**config.mk**
```make
export PLATFORM = sky130hd
export DESIGN_NAME = adc_spi_capture
export DESIGN_NICKNAME = d
export VERILOG_FILES = /design/src/rtl/adc_spi_capture.sv
export SDC_FILE = /design/constraint.sdc
export NUM_CORES = 1
export LEC_CHECK = 0
export BUFFER_PORTS_ARGS = -buffer_cell sky130_fd_sc_hd__buf_2
export CAP_MARGIN = 20
export CELL_PAD_IN_SITES_DETAIL_PLACEMENT = 0
export CELL_PAD_IN_SITES_GLOBAL_PLACEMENT = 1
export CORE_UTILIZATION = 30
export DETAILED_ROUTE_END_ITERATION = 8
export PLACE_DENSITY = 0.66
export SETUP_SLACK_MARGIN = 0.5
export SYNTH_ARGS = -nofsm -noshare
export SYNTH_HDL_FRONTEND = slang
export SYNTH_SLANG_ARGS = --single-unit
```
**constraint.sdc**
```tcl
create_clock -name clk -period 4.3 [get_ports clk]
set_input_delay 0.43 -clock clk [delete_from_list [all_inputs] [get_ports clk]]
set_output_delay 0.43 -clock clk [all_outputs]
set_load 0.03 [all_outputs]
```
**src/rtl/adc_spi_capture.sv**
```systemverilog
// Sigma-delta ADC SPI reader (CPOL=1, CPHA=1, MSB first) feeding a sample FIFO.
// Optional saturating drop counter is built when ADC_CAPTURE_DROPCNT_EN is defined.
module adc_spi_capture #(
  parameter int DATA_WIDTH = 24,
  parameter int CLK_DIV    = 4,
  parameter int CNT_WIDTH  = 8
) (
  input  logic                  clk,
  input  logic                  rst_a,
  input  logic                  enable,
  input  logic                  adc_drdy_n,
  input  logic                  adc_dout,
  output logic                  adc_cs_n,
  output logic                  adc_sclk,
  output logic [DATA_WIDTH-1:0] fifo_data,
  output logic                  fifo_wr_en,
  input  logic                  fifo_full,
  output logic                  busy,
  output logic                  overrun,
  input  logic                  overrun_clr,
  output logic [7:0]            drop_count
);

  typedef enum logic [2:0] {
    ST_IDLE  = 3'd0,
    ST_SETUP = 3'd1,
    ST_SHIFT = 3'd2,
    ST_WRITE = 3'd3,
    ST_REARM = 3'd4
  } state_t;

  localparam logic [CNT_WIDTH-1:0] DIV_LAST = CNT_WIDTH'(CLK_DIV - 1);
  localparam logic [CNT_WIDTH-1:0] BIT_LAST = CNT_WIDTH'(DATA_WIDTH);
  localparam logic [CNT_WIDTH-1:0] ONE      = CNT_WIDTH'(1);

  state_t                  state_q, state_d;
  logic                    drdy_meta_q, drdy_s_q, dout_meta_q, dout_s_q;
  logic [CNT_WIDTH-1:0]    div_cnt_q, div_cnt_d;
  logic [CNT_WIDTH-1:0]    bit_cnt_q, bit_cnt_d;
  logic                    sclk_q, sclk_d;
  logic                    cs_n_q, cs_n_d;
  logic [DATA_WIDTH-1:0]   shift_q, shift_d;
  logic [DATA_WIDTH-1:0]   fifo_data_q, fifo_data_d;
  logic                    fifo_wr_en_q, fifo_wr_en_d;
  logic                    overrun_q, overrun_d;
  logic                    div_done;
  logic                    drop_evt;

  // Both ADC lines are asynchronous; only the _s versions are used past here.
  always_ff @(posedge clk or posedge rst_a) begin
    if (rst_a) begin
      drdy_meta_q <= 1'b1;
      drdy_s_q    <= 1'b1;
      dout_meta_q <= 1'b0;
      dout_s_q    <= 1'b0;
    end else begin
      drdy_meta_q <= adc_drdy_n;
      drdy_s_q    <= drdy_meta_q;
      dout_meta_q <= adc_dout;
      dout_s_q    <= dout_meta_q;
    end
  end

  always_ff @(posedge clk or posedge rst_a) begin
    if (rst_a) state_q <= ST_IDLE;
    else       state_q <= state_d;
  end

  assign div_done = (div_cnt_q == DIV_LAST);

  always_comb begin
    state_d = state_q;
    case (state_q)
      ST_IDLE:  if (enable && !drdy_s_q) state_d = ST_SETUP;
      ST_SETUP: if (div_done) state_d = ST_SHIFT;
      ST_SHIFT: if (div_done && sclk_q && (bit_cnt_q == BIT_LAST)) state_d = ST_WRITE;
      ST_WRITE: state_d = ST_REARM;
      ST_REARM: if (drdy_s_q) state_d = ST_IDLE;
      default:  state_d = ST_IDLE;
    endcase
  end

  // FIFO push: fifo_wr_en is a one-cycle valid; it is only raised when
  // fifo_full (the inverse of ready) was low in WRITE, otherwise the word drops.
  always_comb begin
    div_cnt_d    = '0;
    sclk_d       = 1'b1;
    bit_cnt_d    = bit_cnt_q;
    shift_d      = shift_q;
    fifo_data_d  = fifo_data_q;
    fifo_wr_en_d = 1'b0;
    overrun_d    = overrun_q;
    cs_n_d       = !((state_d == ST_SETUP) || (state_d == ST_SHIFT));
    case (state_q)
      ST_SETUP: begin
        div_cnt_d = div_done ? '0 : div_cnt_q + ONE;
        sclk_d    = !div_done;
        bit_cnt_d = '0;
      end
      ST_SHIFT: begin
        div_cnt_d = div_done ? '0 : div_cnt_q + ONE;
        sclk_d    = div_done ? !sclk_q : sclk_q;
        // Sample on the edge that raises SCLK (trailing edge for CPHA=1).
        if (div_done && !sclk_q) begin
          shift_d   = {shift_q[DATA_WIDTH-2:0], dout_s_q};
          bit_cnt_d = bit_cnt_q + ONE;
        end
        if (state_d == ST_WRITE) sclk_d = 1'b1;
      end
      ST_WRITE: begin
        if (fifo_full) begin
          overrun_d = 1'b1;
        end else begin
          fifo_data_d  = shift_q;
          fifo_wr_en_d = 1'b1;
        end
      end
      default: ;
    endcase
    if (overrun_clr) overrun_d = 1'b0;
  end

  always_ff @(posedge clk or posedge rst_a) begin
    if (rst_a) begin
      div_cnt_q    <= '0;
      bit_cnt_q    <= '0;
      sclk_q       <= 1'b1;
      cs_n_q       <= 1'b1;
      shift_q      <= '0;
      fifo_data_q  <= '0;
      fifo_wr_en_q <= 1'b0;
      overrun_q    <= 1'b0;
    end else begin
      div_cnt_q    <= div_cnt_d;
      bit_cnt_q    <= bit_cnt_d;
      sclk_q       <= sclk_d;
      cs_n_q       <= cs_n_d;
      shift_q      <= shift_d;
      fifo_data_q  <= fifo_data_d;
      fifo_wr_en_q <= fifo_wr_en_d;
      overrun_q    <= overrun_d;
    end
  end

  assign drop_evt = (state_q == ST_WRITE) && fifo_full;

`ifdef ADC_CAPTURE_DROPCNT_EN
  logic [7:0] drop_count_q, drop_count_d;

  // Clear beats a same-cycle drop; that drop is intentionally not counted.
  always_comb begin
    drop_count_d = drop_count_q;
    if (overrun_clr)                          drop_count_d = 8'h00;
    else if (drop_evt && drop_count_q != 8'hFF) drop_count_d = drop_count_q + 8'd1;
  end

  always_ff @(posedge clk or posedge rst_a) begin
    if (rst_a) drop_count_q <= 8'h00;
    else       drop_count_q <= drop_count_d;
  end

  assign drop_count = drop_count_q;
`else
  logic drop_unused;
  assign drop_unused = drop_evt;
  assign drop_count  = 8'h00;
`endif

  assign adc_cs_n   = cs_n_q;
  assign adc_sclk   = sclk_q;
  assign fifo_data  = fifo_data_q;
  assign fifo_wr_en = fifo_wr_en_q;
  assign overrun    = overrun_q;
  assign busy       = (state_q != ST_IDLE);

endmodule

```
==> reports/results.ini, run 1 <==
[status]
run_status = completed

[sta]
setup_viol = 0
finClkSkew_ns = 0.00849
rsz0062_at_grt = false
final_max_slew_viol_count = 0
finalHoldViolCount = 0
period_needed_ns = 2.16
relSlewSlack = 0.358
fin_hold_ws_ns = 0.166
setup-tns-final_ns = 0
fmax_mhz = 462
worst_pin_slew_ns = 0.963
period_share = 0.503

[cts]
post-cts-setup-buffers = 0
clkLatencyLatePin_ns = 0.35
cts_root_buf = clkbuf_8
numClockSinks = 75
h-tree-depth = 3
cts_made_buffers = 9
cts_tree = done
ctsResizeCount = 0
ctsHoldBuffers = 0
clk_pin_slew_ns = 0.08
clk_path_buf_depth = 2

[synth]
synth_area_per_cell_um2 = 13.2
synth_top_cell_area_share = 0.570
synthCells = 236
synthTopCellsByArea = dfrtp_1 (57%), mux2_2 (17%), dfstp_2 (3.4%)
syn_area_um2 = 3120
synth_area_leader_cell = dfrtp_1
synth_cell_types = 39
seq_area_frac_synth = 0.604
ys_warn_count = 0
ys_seq_elements = 75

[cells_and_area]
final_area_um2 = 3660
antennaDiodeCount = 0
fill_cells = 988
drive_gt1_frac = 0.396
nNetsFinal = 288
area_growth_pct = 17.6

[hold_path]
min_from = adc_drdy_n
min_to = drdy_meta_q$_DFF_PP1_
min_path_cells = 1
hold_path.class = in2reg

[power]
p_leak_nw = 1.84
vdd_drop_max_v = 0.000218
cellPowerDensity_nw_per_um2 = 382

[critical_path]
slowest_stage = or4_1
worstPathArrival_ns = 2.44
path_buf_inv = 1
path_cells = ha_1 > nor3b_2 > nand4_2 > buf_4 > or4_1 > a21oi_1
ff2ff_setup_slack_ns = 2.14
cp_max_fo = 33
path_class = reg2reg
rr_worst_depth = 6
reg2reg_to = bit_cnt_q[7]$_DFFE_PP0P_
start_kind = register
critPathMaxStageDelay_ns = 0.53
endpoint_kind = register
required_ns = 4.57
cp_top_family = simple AND/OR/NAND/NOR gates
r2r_start = div_cnt_q[0]$_DFF_PP0_

[placed_design]
place_hpwl_mm = 3.54
portBuffers = 35
dpl_cell_area_um2 = 3420
gp_congestion = 0.695

[floorplanning]
dieArea_um2 = 10800
start_util = 0.314
dieWidth_um = 104
die_height_um = 104
coreArea_um2 = 9910
rows = 36
ios = 44

[grt]
grt_overflow_total = 0
antenna_found_initial = 0
grt_max_degree = 76
grt_pass1_wl_mm = 9.65
grt_pass1_vias = 1904
track_usage = 0.112

[detailed_routing]
firstDrtPassIters = 4
num_vias = 1885
vias_per_cell = 4.53
routedWlPerCell_um = 13.4
initialDrtViolationCount = 82
ant_nets = 0
drcViolationCount = 0
wl_mm = 5.59

[run]
drv_cap = 0

==> layout make-up <==
class	count	area, µm²	area share
Tap cell	133	166	0.0454
Multi-Input combinational cell	148	1150	0.315
Clock buffer	9	124	0.0338
Timing Repair Buffer	38	198	0.0540
Inverter	6	22.5	0.00615
Clock inverter	7	116	0.0318
Sequential cell	75	1880	0.514
==> state kept, by name, indices dropped and copies added (netlist names) <==
name,flops
adc_cs_n,1
adc_sclk,1
bit_cnt_q,8
div_cnt_q,8
dout_meta_q,1
dout_s_q,1
drdy_meta_q,1
drdy_s_q,1
fifo_data,24
fifo_wr_en,1
overrun,1
shift_q,24
state_q,3
==> routing by layer <==
layer | vias up | track usage | share of wire
met5 | - | 0 | 0
met4 | 0 | 0.0551 | 0.022
met3 | 11 | 0.0376 | 0.057
met2 | 39 | 0.165 | 0.45
met1 | 934 | 0.148 | 0.47
li1 | 901 | - | -
==> report_power, final <==
part	switching (mW)	internal, mW	total (mW)
registers	0.00253	0.710	0.713
logic	0.0250	0.00486	0.0299
clock network	0.271	0.384	0.655
total	0.299	1.10	1.40
==> worst max path at each step <==
stage	startpoint	to	slack, ns	cells after the start
2_1_floorplan	rst_a	bit_cnt_q[0]$_DFFE_PP0P_	1.97	1
4_1_cts	div_cnt_q[0]$_DFF_PP0_	bit_cnt_q[7]$_DFFE_PP0P_	2.11	6
5_1_grt	div_cnt_q[0]$_DFF_PP0_	bit_cnt_q[7]$_DFFE_PP0P_	1.95	6
3_5_place_dp	div_cnt_q[0]$_DFF_PP0_	bit_cnt_q[7]$_DFFE_PP0P_	2.14	6
6_report	div_cnt_q[0]$_DFF_PP0_	bit_cnt_q[7]$_DFFE_PP0P_	2.14	6
3_3_place_gp	div_cnt_q[0]$_DFF_PP0_	bit_cnt_q[7]$_DFFE_PP0P_	2.21	6
==> through the flow <==
stage | instances | total power [mW] | setup slack (ns) | util
floorplan | 243 | 0.754 | 1.97 | -
global placement | 400 | 0.757 | 2.21 | 0.345
detailed placement | 400 | 0.758 | 2.14 | 0.345
CTS | 416 | 1.42 | 2.11 | 0.370
global route | 416 | 1.45 | 1.95 | 0.370
finish | 416 | 1.40 | 2.14 | 0.370
==> cell usage after synthesis <==
| cell type | instances |
|---|---|
| nand4_2 | 1 |
| buf_2 | 3 |
| and2_1 | 2 |
| nand3_1 | 9 |
| nor2b_1 | 1 |
| or3_1 | 3 |
| o21a_1 | 1 |
| buf_4 | 8 |
| and3_1 | 3 |
| inv_1 | 6 |
| nor4_4 | 1 |
| buf_1 | 2 |
| ha_1 | 3 |
| a221o_1 | 1 |
| or4_1 | 4 |
| nand2b_1 | 3 |
| clkbuf_1 | 1 |
| conb_1 | 1 |
| nor4_1 | 1 |
| mux2_2 | 48 |
| or3b_2 | 1 |
| o21ai_0 | 5 |
| a41oi_1 | 1 |
| xor2_1 | 5 |
| nand4_1 | 4 |
| xnor2_1 | 2 |
| nor2_1 | 16 |
| a21oi_1 | 7 |
| mux2i_1 | 1 |
| nor3b_2 | 1 |
| dfrtp_1 | 71 |
| dfstp_2 | 4 |
| nor4b_1 | 1 |
| o211ai_1 | 1 |
| a211oi_1 | 1 |
| o31ai_1 | 2 |
| a31oi_1 | 2 |
| nand2_1 | 8 |
| o21bai_1 | 1 |
==> cells by family (layout without fill, tap and decap cells) <==
group	count (synthesis)	after routing	share of synthesized area
mux	49	49	0.177
flops	75	75	0.604
fa+ha+maj	3	3	0.0120
buf+inv	20	60	0.0349
compound gates	22	22	0.0438
other cells	1	8	0.00120
xor+xnor	7	7	0.0197
simple gates	59	59	0.108
==> layout by cell type, fill, tap and decap left out, drive strengths merged, types with 4 or more instances in the layout <==
cell    netlist  routed
clkbuf        1       9
nand2         8       8
or4           4       4
nor2         16      16
nand4         5       5
conb          1       8
inv           6       6
dfstp         4       4
a21oi         7       7
nand3         9       9
xor2          5       5
mux2         48      48
dfrtp        71      71
o21ai         5       5
buf          13      38
(Power assumes the default switching activity.)
==> run 2, diff against run 1 <==
==> constraint.sdc (replaced) <==
create_clock -name clk -period 2.1 [get_ports clk]
set_input_delay 0.21 -clock clk [delete_from_list [all_inputs] [get_ports clk]]
set_output_delay 0.21 -clock clk [all_outputs]
set_load 0.03 [all_outputs]
==> run 2 against run 1 <==
- critical path depth fell by 1
- total power rose by 110%
- combinational power rose by 130%
- critical endpoint is now bit_cnt_q[5]$_DFFE_PP0P_
- worst hold slack improved by 0.026 ns
- cell count rose by 6.0%
==> reports/results.ini, run 2 (synthesis results as in run 1) <==
[power]
clock_power_share = 0.480  ; +0.011
p_switching_mw = 0.586  ; +96%
cellPowerDensity_nw_per_um2 = 715  ; +87%
combPwrFrac = 0.024  ; +0.003
totalPowerFinal_mw = 2.94  ; +110%
p_leak_nw = 2.01  ; +9.6%
p_sw_frac = 0.199  ; -0.0144
pwr-share-seq = 0.496  ; -0.014
p_int_mw = 2.36  ; +110%
vdd_drop_max_v = 0.000388  ; +78%

[cells_and_area]
mostFrequentLayoutCells = dfrtp_1 (66), mux2_2 (37), buf_2 (35)
antennaDiodeCount = 0  ; unchanged
nNetsFinal = 313  ; +8.7%
seqCellArea_um2 = 1890  ; +0.33%
final_common_cell = dfrtp_1
multi_input_area_um2 = 1300  ; +13%
area_growth_pct = 32.2
final_util = 0.416  ; +0.0460
finalNonFillerCells = 441  ; +6.0%
fill_cells = 968  ; -2.0%
final_area_um2 = 4120  ; +12%
drive_gt1_frac = 0.497  ; +0.101

[sta]
fmax_mhz = 574  ; +24%
setup-tns-final_ns = 0  ; unchanged
setup_viol = 0  ; unchanged
finClkSkew_ns = 0.0102  ; +0.00172 ns
fin_hold_ws_ns = 0.192  ; +0.0257 ns
rsz0062_at_grt = true
period_needed_ns = 1.74  ; -0.422 ns
period_share = 0.830  ; +0.326
finalWorstSetupSlack_ns = 0.358  ; -1.78 ns
finalHoldViolCount = 0  ; unchanged
final_max_slew_viol_count = 0  ; unchanged

[cts]
clkLatencyLatePin_ns = 0.35  ; about the same
numClockSinks = 75  ; unchanged
cts_tree = done
cts_root_buf = clkbuf_8
h-tree-depth = 3  ; unchanged
clk_path_buf_depth = 2  ; unchanged
clk_pin_slew_ns = 0.08  ; about the same
cts_made_buffers = 9  ; unchanged

[critical_path]
worstPathArrival_ns = 2.02  ; -0.42 ns
ff2ff_setup_slack_ns = 0.36  ; -1.78 ns
setup.worst_path.end = bit_cnt_q[5]$_DFFE_PP0P_
endpoint_kind = register
cp_max_fo = 7  ; -79%
r2r_start = div_cnt_q[6]$_DFF_PP0_
rr_worst_depth = 5  ; -1
required_ns = 2.38  ; -2.19 ns
reg2reg_to = bit_cnt_q[5]$_DFFE_PP0P_
start_kind = register
worstSetupStartpoint = div_cnt_q[6]$_DFF_PP0_
path_class = reg2reg

[placed_design]
dpl_cell_area_um2 = 3480  ; +1.6%
dpl_worst_slack_ns = 0.290  ; -1.85 ns
gp_congestion = 0.741  ; +6.6%
dpl.cell_count = 401  ; +0.25%
portBuffers = 35  ; unchanged
place_hpwl_mm = 3.56  ; +0.64%

[detailed_routing]
num_vias = 2017  ; +7.0%
firstDrtPassIters = 4  ; unchanged
routedWlPerCell_um = 14.0  ; +4.3%
initialDrtViolationCount = 107  ; +30%
vias_per_cell = 4.57  ; +0.94%
ant_nets = 0  ; unchanged
drcViolationCount = 0  ; unchanged
wl_mm = 6.18  ; +11%

[grt]
track_usage = 0.113  ; +0.000906
antenna_found_initial = 0  ; unchanged
grt_pass1_wl_mm = 9.81  ; +1.6%
grt_max_degree = 62  ; -18%
grt_pass1_vias = 2019  ; +6.0%
grt_overflow_total = 0  ; unchanged

[floorplanning]
start_util = 0.314  ; unchanged
die_height_um = 104  ; unchanged
dieArea_um2 = 10800  ; unchanged
dieWidth_um = 104  ; unchanged
ios = 44  ; unchanged
rows = 36  ; unchanged
coreArea_um2 = 9910  ; unchanged

[hold_path]
min_from = enable
hold_path.class = in2reg

[run]
drv_cap = 0  ; unchanged

[status]
run_status = completed

-- run 2: cell types whose count changed in the layout (fill, tap and decap cells not counted), moves of 4 or more --
cell and change:
buf_4 +13, mux2_2 -11, mux2_4 +11, dfrtp_1 -5, dfrtp_2 +5, dlygate4sd3_1 +4
-- run 2: worst min-delay path by stage --
| stage | to | slack [ns] | cells past startpoint |
|---|---|---|---|
| final | state_q[0]$_DFF_PP0_ | 0.19 | 3 |
| after global routing | state_q[0]$_DFF_PP0_ | 0.19 | 3 |
| after CTS | adc_cs_n$_DFF_PP1_ | 0.19 | 3 |
| after detailed placement | fifo_data[19]$_DFFE_PP0P_ | 0.20 | 2 |
| after global placement | dout_meta_q$_DFF_PP0_ | 0.20 | 2 |
| after floorplan | drdy_meta_q$_DFF_PP1_ | 0.21 | 0 |
-- run 2: area by class of cell --
type / count / area share
clock buffer: 12 / 0.0401
clock inverter: 4 / 0.0231
inverter: 6 / 0.00699
multi-input combinational: 148 / 0.316
sequential: 75 / 0.459
tap: 133 / 0.0404
timing repair buffer: 63 / 0.115
-- run 2: power groups by stage --
stage	Clock, mW	Sequential, mW	Combinational, mW
floorplan	0	1.49	0.0578
global placement	0	1.49	0.0664
detailed placement	0	1.49	0.0665
CTS	1.44	1.46	0.0723
global route	1.50	1.46	0.0782
finish	1.41	1.46	0.0698
-- run 2: what timing repair did --
item,CTS,global route
gates resized for setup,5,34
hold buffers,4,0
endpoints found under the setup margin,56,59
pin swaps,3,10
cloned,0,3
setup buffers,8,9
endpoints found under the hold margin,17,0
-- run 2: per-layer routing --
layer	global-route usage	vias to the layer above	routed length, µm
li1	-	957	-
met1	0.149	1013	2850
met2	0.168	36	2970
met3	0.0363	11	249
met4	0.0551	0	108
met5	0	-	0
-- run 2: critical path, stage by stage, from the launching register on --
cell and delay, ns:
dfrtp_2 0.44, nor4_4 0.28, buf_4 0.18, nand4_4 0.14
or4_4 0.51, a21oi_2 0.12
==> run 3, diff against run 2 <==
--- a/config.mk
+++ b/config.mk
@@ -11,7 +11,7 @@
 export CELL_PAD_IN_SITES_GLOBAL_PLACEMENT = 1
 export CORE_UTILIZATION = 30
 export DETAILED_ROUTE_END_ITERATION = 8
-export PLACE_DENSITY = 0.66
+export PLACE_DENSITY = 0.68
 export SETUP_SLACK_MARGIN = 0.5
 export SYNTH_ARGS = -nofsm -noshare
 export SYNTH_HDL_FRONTEND = slang
==> constraint.sdc (replaced) <==
create_clock -name clk -period 1.5 [get_ports clk]
set_input_delay 0.15 -clock clk [delete_from_list [all_inputs] [get_ports clk]]
set_output_delay 0.15 -clock clk [all_outputs]
set_load 0.03 [all_outputs]
==> run 3 against run 2 <==
- the run now ends with setup timing left
- clock power is 8% higher
- largest power group unchanged
- via count increased by 12%
- setup slack got worse by 0.56 ns
- final area grew 20%
- worst hold slack got worse by 0.029 ns
==> reports/results.ini, run 3 (synthesis results as in run 1) <==
[status]
run_status = finished with violations
violations = setup timing

[sta]
finalHoldViolCount = 0  ; unchanged
final_max_slew_viol_count = 0  ; unchanged
setup_viol = 64  ; +64
period_share = 1.14  ; +0.306
finClkSkew_ns = 0.0115  ; +0.00131 ns
fin_hold_ws_ns = 0.163  ; -0.0293 ns
period_needed_ns = 1.70  ; -0.0381 ns
setup-tns-final_ns = -5.94  ; -5.94 ns
finalWorstSetupSlack_ns = -0.204  ; -0.562 ns
fmax_mhz = 587  ; +2.2%
rsz0062_at_grt = true

[grt]
grt_overflow_total = 0  ; unchanged
track_usage = 0.136  ; +0.0229
grt_max_degree = 30  ; -52%
grt_pass1_wl_mm = 11.7  ; +19%
antenna_found_initial = 0  ; unchanged
grt_pass1_vias = 2313  ; +15%

[critical_path]
rr_worst_depth = 5  ; unchanged
start_kind = register
cp_max_fo = 5  ; -2
r2r_start = div_cnt_q[1]$_DFF_PP0_
path_class = reg2reg
reg2reg_to = bit_cnt_q[5]$_DFFE_PP0P_
required_ns = 1.76  ; -0.62 ns
endpoint_kind = register
worstPathArrival_ns = 1.97  ; -0.05 ns
ff2ff_setup_slack_ns = -0.20  ; -0.56 ns

[cells_and_area]
nNetsFinal = 366  ; +17%
finalNonFillerCells = 492  ; +12%
final_area_um2 = 4950  ; +20%
final_util = 0.499  ; +0.0838
final_common_cell = dfrtp_1
area_growth_pct = 58.8
mostFrequentLayoutCells = dfrtp_1 (69), buf_6 (50), buf_4 (48)
drive_gt1_frac = 0.624  ; +0.127
antennaDiodeCount = 0  ; unchanged

[floorplanning]
coreArea_um2 = 9910  ; unchanged
start_util = 0.314  ; unchanged
die_height_um = 104  ; unchanged
ios = 44  ; unchanged
rows = 36  ; unchanged
dieArea_um2 = 10800  ; unchanged
dieWidth_um = 104  ; unchanged

[detailed_routing]
vias_per_cell = 4.58  ; +0.21%
initialDrtViolationCount = 46  ; -57%
wl_mm = 7.23  ; +17%
ant_nets = 0  ; unchanged
drcViolationCount = 0  ; unchanged
num_vias = 2255  ; +12%
firstDrtPassIters = 4  ; unchanged
routedWlPerCell_um = 14.7  ; +4.9%

[power]
cellPowerDensity_nw_per_um2 = 746  ; +4.4%
totalPowerFinal_mw = 3.69  ; +25%
pwr-share-seq = 0.553  ; +0.057
p_switching_mw = 0.812  ; +39%
p_int_mw = 2.88  ; +22%
vdd_drop_max_v = 0.000531  ; +37%
p_leak_nw = 2.35  ; +17%
p_sw_frac = 0.220  ; +0.0207
combPwrFrac = 0.034  ; +0.010
clock_power_share = 0.413  ; -0.067

[placed_design]
dpl.cell_count = 428  ; +6.7%
dpl_cell_area_um2 = 3810  ; +9.6%
portBuffers = 35  ; unchanged
gp_congestion = 0.727  ; -2.0%
dpl_worst_slack_ns = -0.184  ; -0.474 ns
place_hpwl_mm = 4.18  ; +17%

[run]
drv_cap = 0  ; unchanged

[cts]
numClockSinks = 75  ; unchanged
h-tree-depth = 3  ; unchanged
cts_root_buf = clkbuf_8
cts_tree = done
clk_path_buf_depth = 2  ; unchanged
clk_pin_slew_ns = 0.08  ; about the same
cts_made_buffers = 9  ; unchanged
clkLatencyLatePin_ns = 0.33  ; -0.02 ns

[hold_path]
hold_path.class = in2reg
min_path_cells = 3  ; unchanged
min_from = enable
min_to = adc_cs_n$_DFF_PP1_

run 3: changes by cell type in the layout (fill, tap and decap cells not counted), sizes merged:
cell,before,now
clkinvlp,1,2
inv,5,6
bufinv,3,1
clkbuf,15,11
buf,56,111
run 3: worst max-delay path, stage by stage (launching register included):
cell     delay (ns)
dfrtp_1        0.36
ha_2           0.18
nor3b_4        0.29
nand4_4        0.18
or4_4          0.51
a21oi_2        0.12
run 3: worst max path at each step:
stage,start,endpoint,cells after the start
2_1_floorplan,div_cnt_q[0]$_DFF_PP0_,bit_cnt_q[5]$_DFFE_PP0P_,5
3_3_place_gp,div_cnt_q[1]$_DFF_PP0_,bit_cnt_q[4]$_DFFE_PP0P_,6
3_5_place_dp,div_cnt_q[0]$_DFF_PP0_,bit_cnt_q[4]$_DFFE_PP0P_,6
4_1_cts,div_cnt_q[0]$_DFF_PP0_,bit_cnt_q[5]$_DFFE_PP0P_,5
5_1_grt,div_cnt_q[1]$_DFF_PP0_,bit_cnt_q[5]$_DFFE_PP0P_,5
6_report,div_cnt_q[1]$_DFF_PP0_,bit_cnt_q[5]$_DFFE_PP0P_,5
run 3: layer usage:
layer,up-vias,share of wire,track usage
met2,43,0.51,0.224
met5,-,0,0
met1,1140,0.45,0.176
met3,9,0.030,0.0288
met4,0,0.015,0.0520
li1,1063,-,-
run 3: cell type report:
cell class              count  area [µm²]
fillers                   867        4960
well taps                 133         166
flip-flops and latches     75        1880
inverters                   6        31.3
multi-input cells         148        1500
clock inverters             4        51.3
repair buffers            116        1170
clock buffers              10         138
run 3: timing repair:
action | CTS | global route
hold buffers | 4 | 0
pin swaps | 15 | 14
setup endpoints to repair | 100 | 104
gates resized for setup | 104 | 26
buffers inserted | 26 | 17
hold endpoints to repair | 13 | 0
gates cloned | 2 | 1
run 3: power by group through the flow:
stage	combinational [mW]	sequential, mW	clock (mW)
global placement	0.103	2.08	0
detailed placement	0.104	2.08	0
finish	0.125	2.04	1.52
global route	0.138	2.05	1.66
CTS	0.113	2.04	1.56
floorplan	0.0811	2.08	0
